===== config.mk =====
export PLATFORM = sky130hd
export DESIGN_NAME = mult_div_unit_flat
export DESIGN_NICKNAME = d
export VERILOG_FILES = /design/src/rtl/mips_pkg.sv /design/src/rtl/mult_div_unit_if.sv /design/src/rtl/mdu_iter_core.sv /design/src/rtl/mult_div_unit.sv /design/src/flat_wrapper.sv
export SDC_FILE = /design/constraint.sdc
export NUM_CORES = 1
export LEC_CHECK = 0
export CAP_MARGIN = 0
export CORE_ASPECT_RATIO = 1.75
export CORE_MARGIN = 4
export CORE_UTILIZATION = 60
export CTS_CLUSTER_DIAMETER = 30
export CTS_CLUSTER_SIZE = 28
export DETAILED_ROUTE_END_ITERATION = 16
export GPL_TIMING_DRIVEN = 0
export PLACE_DENSITY = 0.83
export SETUP_SLACK_MARGIN = 0.5
export SYNTH_ARGS = -nofsm -noshare
export SYNTH_HDL_FRONTEND = slang
export SYNTH_SLANG_ARGS = --single-unit

===== constraint.sdc =====
create_clock -name clk -period 8.1 [get_ports clk]
set_input_delay 0.81 -clock clk [delete_from_list [all_inputs] [get_ports clk]]
set_output_delay 0.81 -clock clk [all_outputs]
set_load 0.02 [all_outputs]

===== src/rtl/mips_pkg.sv =====
// Shared encodings for the MIPS datapath: multiply/divide op codes, MDU FSM states and
// the datapath width.
package mips_pkg;

  localparam int unsigned MDU_WIDTH = 32;

  localparam logic [2:0] MDU_MULT  = 3'd0;
  localparam logic [2:0] MDU_MULTU = 3'd1;
  localparam logic [2:0] MDU_DIV   = 3'd2;
  localparam logic [2:0] MDU_DIVU  = 3'd3;
  localparam logic [2:0] MDU_MTHI  = 3'd4;
  localparam logic [2:0] MDU_MTLO  = 3'd5;

  typedef enum logic [1:0] {
    StIdle = 2'd0,
    StCalc = 2'd1,
    StSign = 2'd2
  } mdu_state_e;

  function automatic logic mdu_is_div(input logic [2:0] op);
    return (op == MDU_DIV) || (op == MDU_DIVU);
  endfunction

  function automatic logic mdu_is_signed(input logic [2:0] op);
    return (op == MDU_MULT) || (op == MDU_DIV);
  endfunction

endpackage


===== src/rtl/mult_div_unit_if.sv =====
// Request/result bundle between the register-file read ports and the multiply/divide unit.
interface mult_div_unit_if;
  import mips_pkg::*;

  logic                 start;
  logic [2:0]           op;
  logic [MDU_WIDTH-1:0] operand_a;
  logic [MDU_WIDTH-1:0] operand_b;
  logic [MDU_WIDTH-1:0] hi;
  logic [MDU_WIDTH-1:0] lo;
  logic                 busy;
  logic                 done;

  modport master (
    output start, op, operand_a, operand_b,
    input  hi, lo, busy, done
  );

  modport slave (
    input  start, op, operand_a, operand_b,
    output hi, lo, busy, done
  );

endinterface


===== src/rtl/mdu_iter_core.sv =====
// Unsigned 32-step iterative core: shift-add multiply or restoring shift-subtract divide.
// Multiply leaves the product in {o_hi, o_lo}; divide leaves remainder in o_hi, quotient in o_lo.
module mdu_iter_core
  import mips_pkg::*;
(
  input  logic                 clk,
  input  logic                 reset,
  input  logic                 i_load,
  input  logic                 i_step,
  input  logic                 i_is_div,
  input  logic [MDU_WIDTH-1:0] i_a,
  input  logic [MDU_WIDTH-1:0] i_b,
  output logic [MDU_WIDTH-1:0] o_hi,
  output logic [MDU_WIDTH-1:0] o_lo,
  output logic                 o_last
);

  logic [MDU_WIDTH-1:0] r_acc;
  logic [MDU_WIDTH-1:0] r_low;
  logic [MDU_WIDTH-1:0] r_opnd;
  logic [4:0]           r_cnt;
  logic                 r_is_div;

  logic [MDU_WIDTH:0]   w_sum;
  logic [MDU_WIDTH:0]   w_shift;
  logic [MDU_WIDTH:0]   w_diff;

  always_comb begin
    w_sum   = {1'b0, r_acc} + (r_low[0] ? {1'b0, r_opnd} : '0);
    w_shift = {r_acc, r_low[MDU_WIDTH-1]};
    // Borrow lands in bit 32; a non-negative difference always fits back into 32 bits.
    w_diff  = w_shift - {1'b0, r_opnd};
  end

  always_ff @(posedge clk or posedge reset) begin
    if (reset) begin
      r_acc    <= '0;
      r_low    <= '0;
      r_opnd   <= '0;
      r_cnt    <= '0;
      r_is_div <= 1'b0;
    end else if (i_load) begin
      r_acc    <= '0;
      r_low    <= i_is_div ? i_a : i_b;
      r_opnd   <= i_is_div ? i_b : i_a;
      r_cnt    <= 5'd31;
      r_is_div <= i_is_div;
    end else if (i_step) begin
      if (r_cnt != 5'd0) r_cnt <= r_cnt - 5'd1;
      if (r_is_div) begin
        if (!w_diff[MDU_WIDTH]) begin
          r_acc <= w_diff[MDU_WIDTH-1:0];
          r_low <= {r_low[MDU_WIDTH-2:0], 1'b1};
        end else begin
          r_acc <= w_shift[MDU_WIDTH-1:0];
          r_low <= {r_low[MDU_WIDTH-2:0], 1'b0};
        end
      end else begin
        r_acc <= w_sum[MDU_WIDTH:1];
        r_low <= {w_sum[0], r_low[MDU_WIDTH-1:1]};
      end
    end
  end

  assign o_hi   = r_acc;
  assign o_lo   = r_low;
  assign o_last = (r_cnt == 5'd0);

endmodule


===== src/rtl/mult_div_unit.sv =====
// Multiply/divide unit with architectural HI/LO: sign handling, FSM and HI/LO registers
// around the unsigned iterative core.
module mult_div_unit
  import mips_pkg::*;
(
  input  logic           clk,
  input  logic           reset,
  mult_div_unit_if.slave bus
);

  mdu_state_e r_state, w_state_next;

  logic                 r_is_div;
  logic                 r_sign_a;
  logic                 r_sign_b;
  logic                 r_b_zero;
  logic [MDU_WIDTH-1:0] r_hi;
  logic [MDU_WIDTH-1:0] r_lo;
  logic                 r_done;

  logic                   w_accept;
  logic                   w_is_muldiv;
  logic                   w_load;
  logic                   w_signed_op;
  logic [MDU_WIDTH-1:0]   w_abs_a;
  logic [MDU_WIDTH-1:0]   w_abs_b;
  logic [MDU_WIDTH-1:0]   w_core_hi;
  logic [MDU_WIDTH-1:0]   w_core_lo;
  logic                   w_core_last;
  logic                   w_neg;
  logic [2*MDU_WIDTH-1:0] w_prod;
  logic [MDU_WIDTH-1:0]   w_res_hi;
  logic [MDU_WIDTH-1:0]   w_res_lo;

  always_comb begin
    w_accept    = (r_state == StIdle) && bus.start && (bus.op <= MDU_MTLO);
    w_is_muldiv = (bus.op < MDU_MTHI);
    w_load      = w_accept && w_is_muldiv;
    w_signed_op = mdu_is_signed(bus.op);
    // abs(0x80000000) wraps to itself, which is the correct unsigned magnitude.
    w_abs_a = (w_signed_op && bus.operand_a[MDU_WIDTH-1]) ? (~bus.operand_a + 1'b1)
                                                          : bus.operand_a;
    w_abs_b = (w_signed_op && bus.operand_b[MDU_WIDTH-1]) ? (~bus.operand_b + 1'b1)
                                                          : bus.operand_b;
  end

  mdu_iter_core u_core (
    .clk      (clk),
    .reset    (reset),
    .i_load   (w_load),
    .i_step   (r_state == StCalc),
    .i_is_div (mdu_is_div(bus.op)),
    .i_a      (w_abs_a),
    .i_b      (w_abs_b),
    .o_hi     (w_core_hi),
    .o_lo     (w_core_lo),
    .o_last   (w_core_last)
  );

  always_comb begin
    w_state_next = r_state;
    unique case (r_state)
      StIdle:  if (w_load) w_state_next = StCalc;
      StCalc:  if (w_core_last) w_state_next = StSign;
      StSign:  w_state_next = StIdle;
      default: w_state_next = StIdle;
    endcase
  end

  always_comb begin
    w_neg  = r_sign_a ^ r_sign_b;
    w_prod = {w_core_hi, w_core_lo};
    if (w_neg) w_prod = ~w_prod + 1'b1;
    if (r_is_div) begin
      // Divide by zero: quotient is all ones regardless of sign; remainder rebuilds operand_a.
      if (r_b_zero)   w_res_lo = '1;
      else if (w_neg) w_res_lo = ~w_core_lo + 1'b1;
      else            w_res_lo = w_core_lo;
      w_res_hi = r_sign_a ? (~w_core_hi + 1'b1) : w_core_hi;
    end else begin
      w_res_hi = w_prod[2*MDU_WIDTH-1:MDU_WIDTH];
      w_res_lo = w_prod[MDU_WIDTH-1:0];
    end
  end

  always_ff @(posedge clk or posedge reset) begin
    if (reset) begin
      r_state  <= StIdle;
      r_is_div <= 1'b0;
      r_sign_a <= 1'b0;
      r_sign_b <= 1'b0;
      r_b_zero <= 1'b0;
      r_hi     <= '0;
      r_lo     <= '0;
      r_done   <= 1'b0;
    end else begin
      r_state <= w_state_next;
      r_done  <= (r_state == StSign) || (w_accept && !w_is_muldiv);
      if (w_load) begin
        r_is_div <= mdu_is_div(bus.op);
        r_sign_a <= w_signed_op && bus.operand_a[MDU_WIDTH-1];
        r_sign_b <= w_signed_op && bus.operand_b[MDU_WIDTH-1];
        r_b_zero <= (bus.operand_b == '0);
      end
      if (r_state == StSign) begin
        r_hi <= w_res_hi;
        r_lo <= w_res_lo;
      end else if (w_accept && (bus.op == MDU_MTHI)) begin
        r_hi <= bus.operand_a;
      end else if (w_accept && (bus.op == MDU_MTLO)) begin
        r_lo <= bus.operand_a;
      end
    end
  end

  assign bus.hi   = r_hi;
  assign bus.lo   = r_lo;
  assign bus.busy = (r_state != StIdle);
  assign bus.done = r_done;

endmodule


===== src/flat_wrapper.sv =====
// flat-port wrapper written by rule: the top's interface ports become plain ports
module mult_div_unit_flat import mips_pkg::*;
  (clk, reset, bus_start, bus_op, bus_operand_a, bus_operand_b, bus_hi, bus_lo, bus_busy, bus_done);
  mult_div_unit_if bus_i ();
  input  logic clk;
  input  logic reset;
  input wire logic [$bits(bus_i.start)-1:0] bus_start;
  input wire logic [$bits(bus_i.op)-1:0] bus_op;
  input wire logic [$bits(bus_i.operand_a)-1:0] bus_operand_a;
  input wire logic [$bits(bus_i.operand_b)-1:0] bus_operand_b;
  output wire logic [$bits(bus_i.hi)-1:0] bus_hi;
  output wire logic [$bits(bus_i.lo)-1:0] bus_lo;
  output wire logic [$bits(bus_i.busy)-1:0] bus_busy;
  output wire logic [$bits(bus_i.done)-1:0] bus_done;
  assign bus_i.start = bus_start;
  assign bus_i.op = bus_op;
  assign bus_i.operand_a = bus_operand_a;
  assign bus_i.operand_b = bus_operand_b;
  assign bus_hi = bus_i.hi;
  assign bus_lo = bus_i.lo;
  assign bus_busy = bus_i.busy;
  assign bus_done = bus_i.done;
  mult_div_unit u_core (.clk(clk), .reset(reset), .bus(bus_i));
endmodule

[Yosys cells after proc, flatten, opt, wreduce, memory -nomap -nowiden]
Cells that the tools add are included.
Cells by class
  bitwise operators: 6
  muxes and demuxes: 30
  magnitude comparators: 2
  add/subtract/negate cells: 8
  reductions and logical operators: 25
  equal/unequal tests: 9
Operators with widths (number)
  2-to-1 mux 32 bit: 22
  adder 32 x 1 -> 32 bit, second input constant: 4
  NOT 32 bit: 4
  adder 64 x 1 -> 64 bit, second input constant: 1
  2-to-1 mux 64 bit: 1
  NOT 64 bit: 1
  adder 32 x 33 -> 33 bit: 1
  subtractor 33 x 32 -> 33 bit: 1
  logical NOT 32 bit: 1
  2-to-1 mux 5 bit: 3
  nonzero test 2 bit: 5
  logical AND 1 bit: 8
  equality test 3 x 2 -> 1 bit, second input constant: 2
  equality test 3 bit, second input constant: 2
  inequality test 2 x 1 -> 1 bit, second input constant: 3
  AND reduction 2 bit: 3
  logical NOT 5 bit: 1
  nonzero test 5 bit: 1
  subtractor 5 x 1 -> 5 bit, second input constant: 1
  2-to-1 mux 2 bit: 2
  one-hot mux 2 bit (2 select lines): 1
  <= comparator 3 bit, second input constant: 1
  logical NOT 3 bit: 1
  logical OR 1 bit: 3
  7 further kinds: 7
Storage, ports and cells
  output and inout bits: 66
  logic and storage cells: 92
  flip-flop bits (word level): 172
  bits of input ports: 70

[Depth between registers and ports, before layout]
Gate-level depths: netlist of the first run.
  word-level depth: 7
  mapped depth: 15
  gate-level depth less buffers: 13

[Modules after synthesis]
Synthesis of the first run repeated with hierarchy kept, for this count alone.
Second synthesis, totals
  cells, all modules: 1991
  area total of the unflattened synthesis: 15969.1 µm²
Modules (own cells, without submodules)
  mdu_iter_core: instances 1, cells an instance 1149, area each 9334.0 µm²
  mult_div_unit: instances 1, cells an instance 842, area each 6635.1 µm²

[Least setup slack after synthesis of the first run]
OpenSTA, ideal clock, no wires.
  path kind: flip-flop to flip-flop
  from: reg u_core.u_core.r_low[0] (netlist: u_core.u_core.o_lo[0])
  to: reg u_core.u_core.r_acc[31] (netlist: u_core.u_core.o_hi[31])
  path slack: 4771 ps
  required time: 7964 ps
  arrival: 3193 ps
  stages on the path, launching flop included: 15
  path through: dfrtp_1 > clkbuf_1 > inv_1 > clkbuf_1 > nor2_1 > ha_1 > a21o_1 > a211o_1 > o211a_1 > nor3_1 > o311ai_0 > o21ai_0 > nor2_1 > o221ai_1 > a32oi_1
Between the ends
  cells in the longest elaborated chain, start to end: 5
Ends and longest elaborated chain
  start, declared: RTL line mdu_iter_core.sv:19  | logic [MDU_WIDTH-1:0] r_low;
  start signal, assigned: RTL line mdu_iter_core.sv:44  | r_low <= i_is_div ? i_a : i_b;
  start signal, assigned: RTL line mdu_iter_core.sv:53  | r_low <= {r_low[MDU_WIDTH-2:0], 1'b1};
  start signal, assigned: RTL line mdu_iter_core.sv:56  | r_low <= {r_low[MDU_WIDTH-2:0], 1'b0};
  2-to-1 mux 32 bit: RTL line mdu_iter_core.sv:29  | w_sum = {1'b0, r_acc} + (r_low[0] ? {1'b0, r_opnd} : '0);
  adder 32 x 33 -> 33 bit: RTL line mdu_iter_core.sv:29
  2-to-1 mux 32 bit: RTL line mdu_iter_core.sv:50  | if (r_is_div) begin
  2-to-1 mux 32 bit: RTL line mdu_iter_core.sv:48  | end else if (i_step) begin
  2-to-1 mux 32 bit: RTL line mdu_iter_core.sv:42  | end else if (i_load) begin
  end signal, assigned: RTL line mdu_iter_core.sv:52  | r_acc <= w_diff[MDU_WIDTH-1:0];
  end signal, assigned: RTL line mdu_iter_core.sv:55  | r_acc <= w_shift[MDU_WIDTH-1:0];
  end signal, assigned: RTL line mdu_iter_core.sv:59  | r_acc <= w_sum[MDU_WIDTH:1];
  end, declared: RTL line mdu_iter_core.sv:18  | logic [MDU_WIDTH-1:0] r_acc;
Every way passes these cells. The select of a mux whose other input is x is not followed.
A chain may end at the register's enable or synchronous reset.

[Worst setup path after layout of the first run]
  from: reg u_core.u_core.r_low[0] (netlist: u_core.u_core.o_lo[0])
  to: reg u_core.r_hi[6] (netlist: u_core.bus.hi[6])
Between the ends
  cells in the longest elaborated chain, start to end: 5
Ends and longest elaborated chain
  NOT 64 bit: RTL line mult_div_unit.sv:73  | if (w_neg) w_prod = ~w_prod + 1'b1;
  adder 64 x 1 -> 64 bit: RTL line mult_div_unit.sv:73
  2-to-1 mux 64 bit: RTL line mult_div_unit.sv:73
  2-to-1 mux 32 bit: RTL line mult_div_unit.sv:74  | if (r_is_div) begin
  2-to-1 mux 32 bit: RTL line mult_div_unit.sv:105  | if (r_state == StSign) begin
  end signal, assigned: RTL line mult_div_unit.sv:106  | r_hi <= w_res_hi;
  end signal, assigned: RTL line mult_div_unit.sv:109  | r_hi <= bus.operand_a;
  end, declared: RTL line mult_div_unit.sv:17  | logic [MDU_WIDTH-1:0] r_hi;
Every way passes these cells.

==> flow_summary.json, run 1 <==
{
  "status": "completed",
  "port_buffers": 134,
  "crit_type": "reg2reg",
  "cp.required_ps": 8430,
  "clock_skew_ps": 7.80,
  "clk_path_buf_depth": 2,
  "rr_worst_depth": 11,
  "final_cell_mix": "196 x nand2_1, 191 x nor2_1, 184 x o21ai_0",
  "die_x_um": 128,
  "switchingPower_mw": 4.18,
  "worstHoldPathCells": 2,
  "p_leak_nw": 7.51,
  "final_common_cell": "nand2_1",
  "layout.cells.non_filler": 2406,
  "dpl.cell_count": 2374,
  "insertion_delay_ps": 470,
  "clockPowerShare": 0.107,
  "fin_crit_ps": 4570,
  "path_max_fanout": 10,
  "ys.flop_type": "dfrtp_1",
  "final_max_slew_viol_count": 0,
  "drv_cap": 0,
  "dieArea_mm2": 0.0279,
  "min_path_type": "reg2reg",
  "grt_pass1_wl_um": 87700,
  "worstPathArrival_ps": 4910,
  "yosysWarnings": 0,
  "maxSlewHeadroom": 0.194,
  "async_flop_share": 1.00,
  "num_antenna_cells": 0,
  "syn2layout_area_growth_pct": 15.6,
  "routedWlPerCell_um": 24.0,
  "synth_area_per_cell_um2": 7.86,
  "power_density_mw_per_mm2": 460,
  "synth_edf_count": 0,
  "vias": 15900,
  "fin_tns_setup_ps": 0,
  "rsz0062_at_grt": "false",
  "cts_tree": "yes",
  "avgViaCountPerCell": 6.61,
  "setup_viol": 0,
  "cts_num_sinks": 172,
  "critPathLaunchType": "flip-flop",
  "endpoint_kind": "flip-flop",
  "tightest_slew_ps": 1190,
  "mappedNetlistArea_mm2": 0.0151,
  "dpl.hpwl_um": 45500,
  "drt-total-wl_um": 57700,
  "drt_iter0_markers": 1513,
  "nFillCells": 2093,
  "postRouteAntennaNets": 0,
  "combPwrFrac": 0.682,
  "cts_root_buf": "clkbuf_16",
  "period_share": 0.565,
  "fin_nets": 2223,
  "grt_max_degree": 111,
  "syn_inst": 1927,
  "synth_cell_types": 79,
  "drive_gt1_frac": 0.0487,
  "max_freq_mhz": 219,
  "h-tree-depth": 4,
  "pwr-share-seq": 0.211,
  "clk_pin_slew_ps": 70,
  "syn_nets": 2069,
  "p_sw_frac": 0.519,
  "post_cts_buffers": 0,
  "row_count": 76,
  "cts-resized-gates": 0,
  "antenna_found_initial": 0,
  "overflow": 0,
  "hold_viol": 0,
  "place.gp.congestion": 1.03,
  "p_int_mw": 3.87,
  "ioPinCount": 136,
  "dp_worst_setup_slack_ps": 3410,
  "initial_core_util": 0.613,
  "cts_hold_buf": 0,
  "synth-seq-cells": 172,
  "cts_buffers": 17,
  "core_mm2": 0.0247,
  "postLayoutSetupSlackWorst_ps": 3530,
  "ir_worst_vdd_mv": 0.365,
  "yosysSeqAreaShare": 0.284,
  "dr.pass1.iters": 7,
  "grt_util_all_layers": 0.410,
  "die_y_um": 218,
  "grt_pass1_vias": 16100,
  "drcViolationCount": 0
}
## final timing paths
path,to,from,slack [ps]
max in group asynchronous,u_core.bus.hi[6],reset,6400
min in group asynchronous,u_core.bus.lo[28],reset,760
hold / removal,u_core.bus.lo[13],u_core.bus.lo[13],480
setup / recovery,u_core.bus.hi[6],u_core.u_core.o_lo[0],3530
setup reg to reg,u_core.bus.hi[6],u_core.u_core.o_lo[0],3530
hold reg to reg,u_core.bus.lo[13],u_core.bus.lo[13],480
## sequential cells by signal, summed over array words and instances, names as in the netlist
signal / count
u_core.bus.done: 1
u_core.bus.hi: 32
u_core.bus.lo: 32
u_core.r_b_zero: 1
u_core.r_is_div: 1
u_core.r_sign_a: 1
u_core.r_sign_b: 1
u_core.r_state: 2
u_core.u_core.o_hi: 32
u_core.u_core.o_lo: 32
u_core.u_core.r_cnt: 5
u_core.u_core.r_opnd: 32
## metrics by stage
step | instance area, um2 | utilization | power (mW) | hold slack, ps
final | 17500 | 0.708 | 8.06 | 480
after global routing | 17500 | 0.708 | 8.59 | 504
after detailed placement | 16900 | 0.684 | 7.02 | 469
after global placement | 16900 | 0.683 | 6.90 | 460
after CTS | 17500 | 0.708 | 7.91 | 484
after floorplan | 15100 | - | 5.44 | 449
## area by class of cell
cell class,instances,area (um2),share of cell area
Buffer,124,485,0.0277
Clock buffer,18,429,0.0245
Clock inverter,14,163,0.00929
Inverter,74,285,0.0163
Multi-Input combinational cell,1557,10100,0.576
Sequential cell,172,4300,0.246
Tap cell,312,390,0.0223
Timing Repair Buffer,135,1370,0.0782
## synth_stat cells (all sizes together), types with 54 or more instances
master | count | area [um2]
clkbuf | 101 | 379
o21ai | 194 | 978
o211ai | 54 | 410
dfrtp | 172 | 4300
xor2 | 79 | 692
inv | 74 | 278
ha | 70 | 876
nand2 | 196 | 736
xnor2 | 92 | 806
nor2 | 193 | 729
mux2i | 73 | 731
a21oi | 171 | 856
## logic make-up after synthesis
kind of cell | share of synthesized area
fa+ha+maj | 0.0605
simple gates | 0.187
flops | 0.284
compound gates | 0.253
xor+xnor | 0.0989
mux | 0.0654
buf+inv | 0.0504
## layer usage
| metal | track usage | up-vias | share of wire | wire length (um) |
|---|---|---|---|---|
| li1 | - | 7234 | - | - |
| met1 | 0.430 | 7438 | 0.34 | 19400 |
| met2 | 0.699 | 901 | 0.49 | 28200 |
| met3 | 0.0643 | 339 | 0.071 | 4110 |
| met4 | 0.362 | 0 | 0.10 | 5980 |
| met5 | 0 | - | 0 | 0 |
## critical path, cell delays in order (launching register included)
cell	delay [ps]
dfrtp_1	360
clkbuf_1	280
inv_1	220
clkbuf_1	700
ha_1	330
nor3b_2	420
nand3_1	340
nor3_2	580
nor3_1	330
o41ai_1	610
xor2_1	190
a21oi_1	80
## power groups by stage
stage	clock network [mW]	logic [mW]	registers, mW
3_5_place_dp	0	5.33	1.69
3_3_place_gp	0	5.23	1.67
2_1_floorplan	0	3.76	1.68
5_1_grt	0.881	5.98	1.73
6_report	0.861	5.50	1.70
4_1_cts	0.852	5.38	1.67
(Power assumes the default switching activity.)
==> run 2, diff against run 1 <==
clock period = 4.7 ns   (was 8.1 ns; I/O delays follow)
==> run 2 against run 1 <==
  * Sequential cell count unchanged
  * Worst setup slack got worse by 3000 ps
  * Register-to-register slack got worse by 3000 ps
  * Core utilization increased by 0.37 points
  * Routed wire length increased by 2.6%
  * Sequential power increased by 73%
  * Final area increased by 0.52%
  * Combinational power increased by 75%
  * Clock-buffer cell count decreased by 1
  * Clock power increased by 79%
  * Critical path type unchanged
  * Clock skew decreased by 1.3 ps
  * Largest power group unchanged
==> flow_summary.json, run 2 (synthesis results as in run 1) <==
{
  "dp_worst_setup_slack_ps": 299,
  "drt-total-wl_um": 59200,
  "fin_tns_setup_ps": 0,
  "p_int_mw": 6.76,
  "placed_cell_area_mm2": 0.0170,
  "cts_hold_buf": 0,
  "combPwrFrac": 0.683,
  "insertion_delay_ps": 470,
  "fin_crit_ps": 4170,
  "endpoint_kind": "flip-flop",
  "worstPathCellList": "inv_1 -> ha_1 -> fa_1 -> nand2b_1 -> a21oi_1 -> o211ai_1 -> a31oi_1 -> o21ai_2 -> o211a_1 -> nor3_4 -> buf_4 -> mux2_2 -> o21ai_0",
  "h-tree-depth": 4,
  "final_max_slew_viol_count": 0,
  "avgViaCountPerCell": 6.72,
  "dpl.hpwl_um": 46800,
  "row_count": 76,
  "p_sw_frac": 0.520,
  "num_antenna_cells": 0,
  "drt_iter0_markers": 1562,
  "dieArea_mm2": 0.0279,
  "period_share": 0.887,
  "port_buffers": 134,
  "setup_viol": 0,
  "status": "completed",
  "power_density_mw_per_mm2": 801,
  "clk_path_buf_depth": 2,
  "layout.cells.non_filler": 2409,
  "drive_gt1_frac": 0.0529,
  "final_cell_mix": "196 x nand2_1, 191 x nor2_1, 183 x o21ai_0",
  "cp.required_ps": 5100,
  "cp_slowest_cell": "fa_1",
  "min_path_type": "in2async",
  "grt_util_all_layers": 0.419,
  "pwr-share-seq": 0.208,
  "tightest_slew_ps": 1220,
  "critPathLaunchType": "flip-flop",
  "overflow": 0,
  "core_mm2": 0.0247,
  "max_stage_delay_ps": 410,
  "clockPowerShare": 0.109,
  "drcViolationCount": 0,
  "fin_hold_ws_ps": 337,
  "worstPathArrival_ps": 4570,
  "maxSlewHeadroom": 0.177,
  "grt_max_degree": 45,
  "initial_core_util": 0.613,
  "grt_pass1_vias": 16400,
  "grt_pass1_wl_um": 89600,
  "dpl.cell_count": 2377,
  "final_common_cell": "nand2_1",
  "max_freq_mhz": 240,
  "die_x_um": 128,
  "ir_worst_vdd_mv": 0.531,
  "dr.pass1.iters": 7,
  "postRouteAntennaNets": 0,
  "cts_root_buf": "clkbuf_16",
  "final_area_mm2": 0.0176,
  "die_y_um": 218,
  "r2r-end": "u_core.u_core.o_hi[27]",
  "syn2layout_area_growth_pct": 16.2,
  "rsz0062_at_grt": "false",
  "switchingPower_mw": 7.34,
  "crit_type": "reg2reg",
  "clk_pin_slew_ps": 70,
  "rr_worst_depth": 13,
  "hold_viol": 0,
  "clock_skew_ps": 6.53,
  "drv_cap": 0,
  "vias": 16200,
  "postLayoutSetupSlackWorst_ps": 529,
  "place.gp.congestion": 1.04,
  "final_util": 0.712,
  "rr_startpoint": "u_core.u_core.o_lo[31]",
  "ioPinCount": 136,
  "total_power_mw": 14.1,
  "cts_buffers": 17,
  "cts_num_sinks": 172,
  "p_leak_nw": 7.55,
  "fin_nets": 2226,
  "cts_tree": "yes",
  "routedWlPerCell_um": 24.6,
  "path_max_fanout": 10,
  "r2r_slack_ps": 530,
  "antenna_found_initial": 1
}
## run 2: cell count changes in the layout (fill, tap and decap cells not counted), sizes merged
cell    delta
buf        +2
clkinv     -2
bufinv     +1
inv        +2
## run 2: worst max path at each step
stage | from | end | cells past startpoint
finish | u_core.u_core.o_lo[31] | u_core.u_core.o_hi[27] | 13
global route | u_core.u_core.o_lo[31] | u_core.u_core.o_hi[30] | 13
CTS | u_core.u_core.o_lo[0] | u_core.u_core.o_hi[31] | 14
detailed placement | u_core.u_core.o_lo[0] | u_core.u_core.o_hi[31] | 14
global placement | u_core.u_core.o_lo[0] | u_core.u_core.o_hi[31] | 14
floorplan | u_core.u_core.o_lo[0] | u_core.u_core.o_hi[31] | 14
## run 2: timing repair
item,in CTS,in global routing
gates resized for setup,3,8
buffers inserted,0,0
endpoints found under the setup margin,7,19
pin swaps,0,0
endpoints found under the hold margin,0,0
## run 2: power groups by stage
stage	Combinational (mW)	Sequential (mW)	Clock, mW
after global routing	10.4	2.98	1.56
after floorplan	6.48	2.89	0
after global placement	9.06	2.87	0
final	9.62	2.94	1.54
after detailed placement	9.28	2.90	0
after CTS	9.37	2.89	1.52
## run 2: worst max-delay path: cells and delay by family, from the launching register on
kind	cells	cell delay, ps
compound gates	6	1510
fa+ha+maj	2	720
buf+inv	2	550
mux	1	370
simple gates	2	590
flops	1	350
## run 2: routing by layer
metal	track usage	vias to the layer above	share of wire
met3	0.0839	367	0.084
li1	-	7245	-
met2	0.709	1052	0.48
met5	0.00735	-	0
met4	0.382	0	0.11
met1	0.426	7532	0.33
## run 2: area by class of cell
cell class / count / area [um2]
well taps: 312 / 390
flip-flops and latches: 172 / 4300
repair buffers: 138 / 1420
clock buffers: 17 / 425
multi-input cells: 1557 / 10100
fillers: 2035 / 7130
clock inverters: 15 / 186
plain buffers: 124 / 492
inverters: 74 / 282
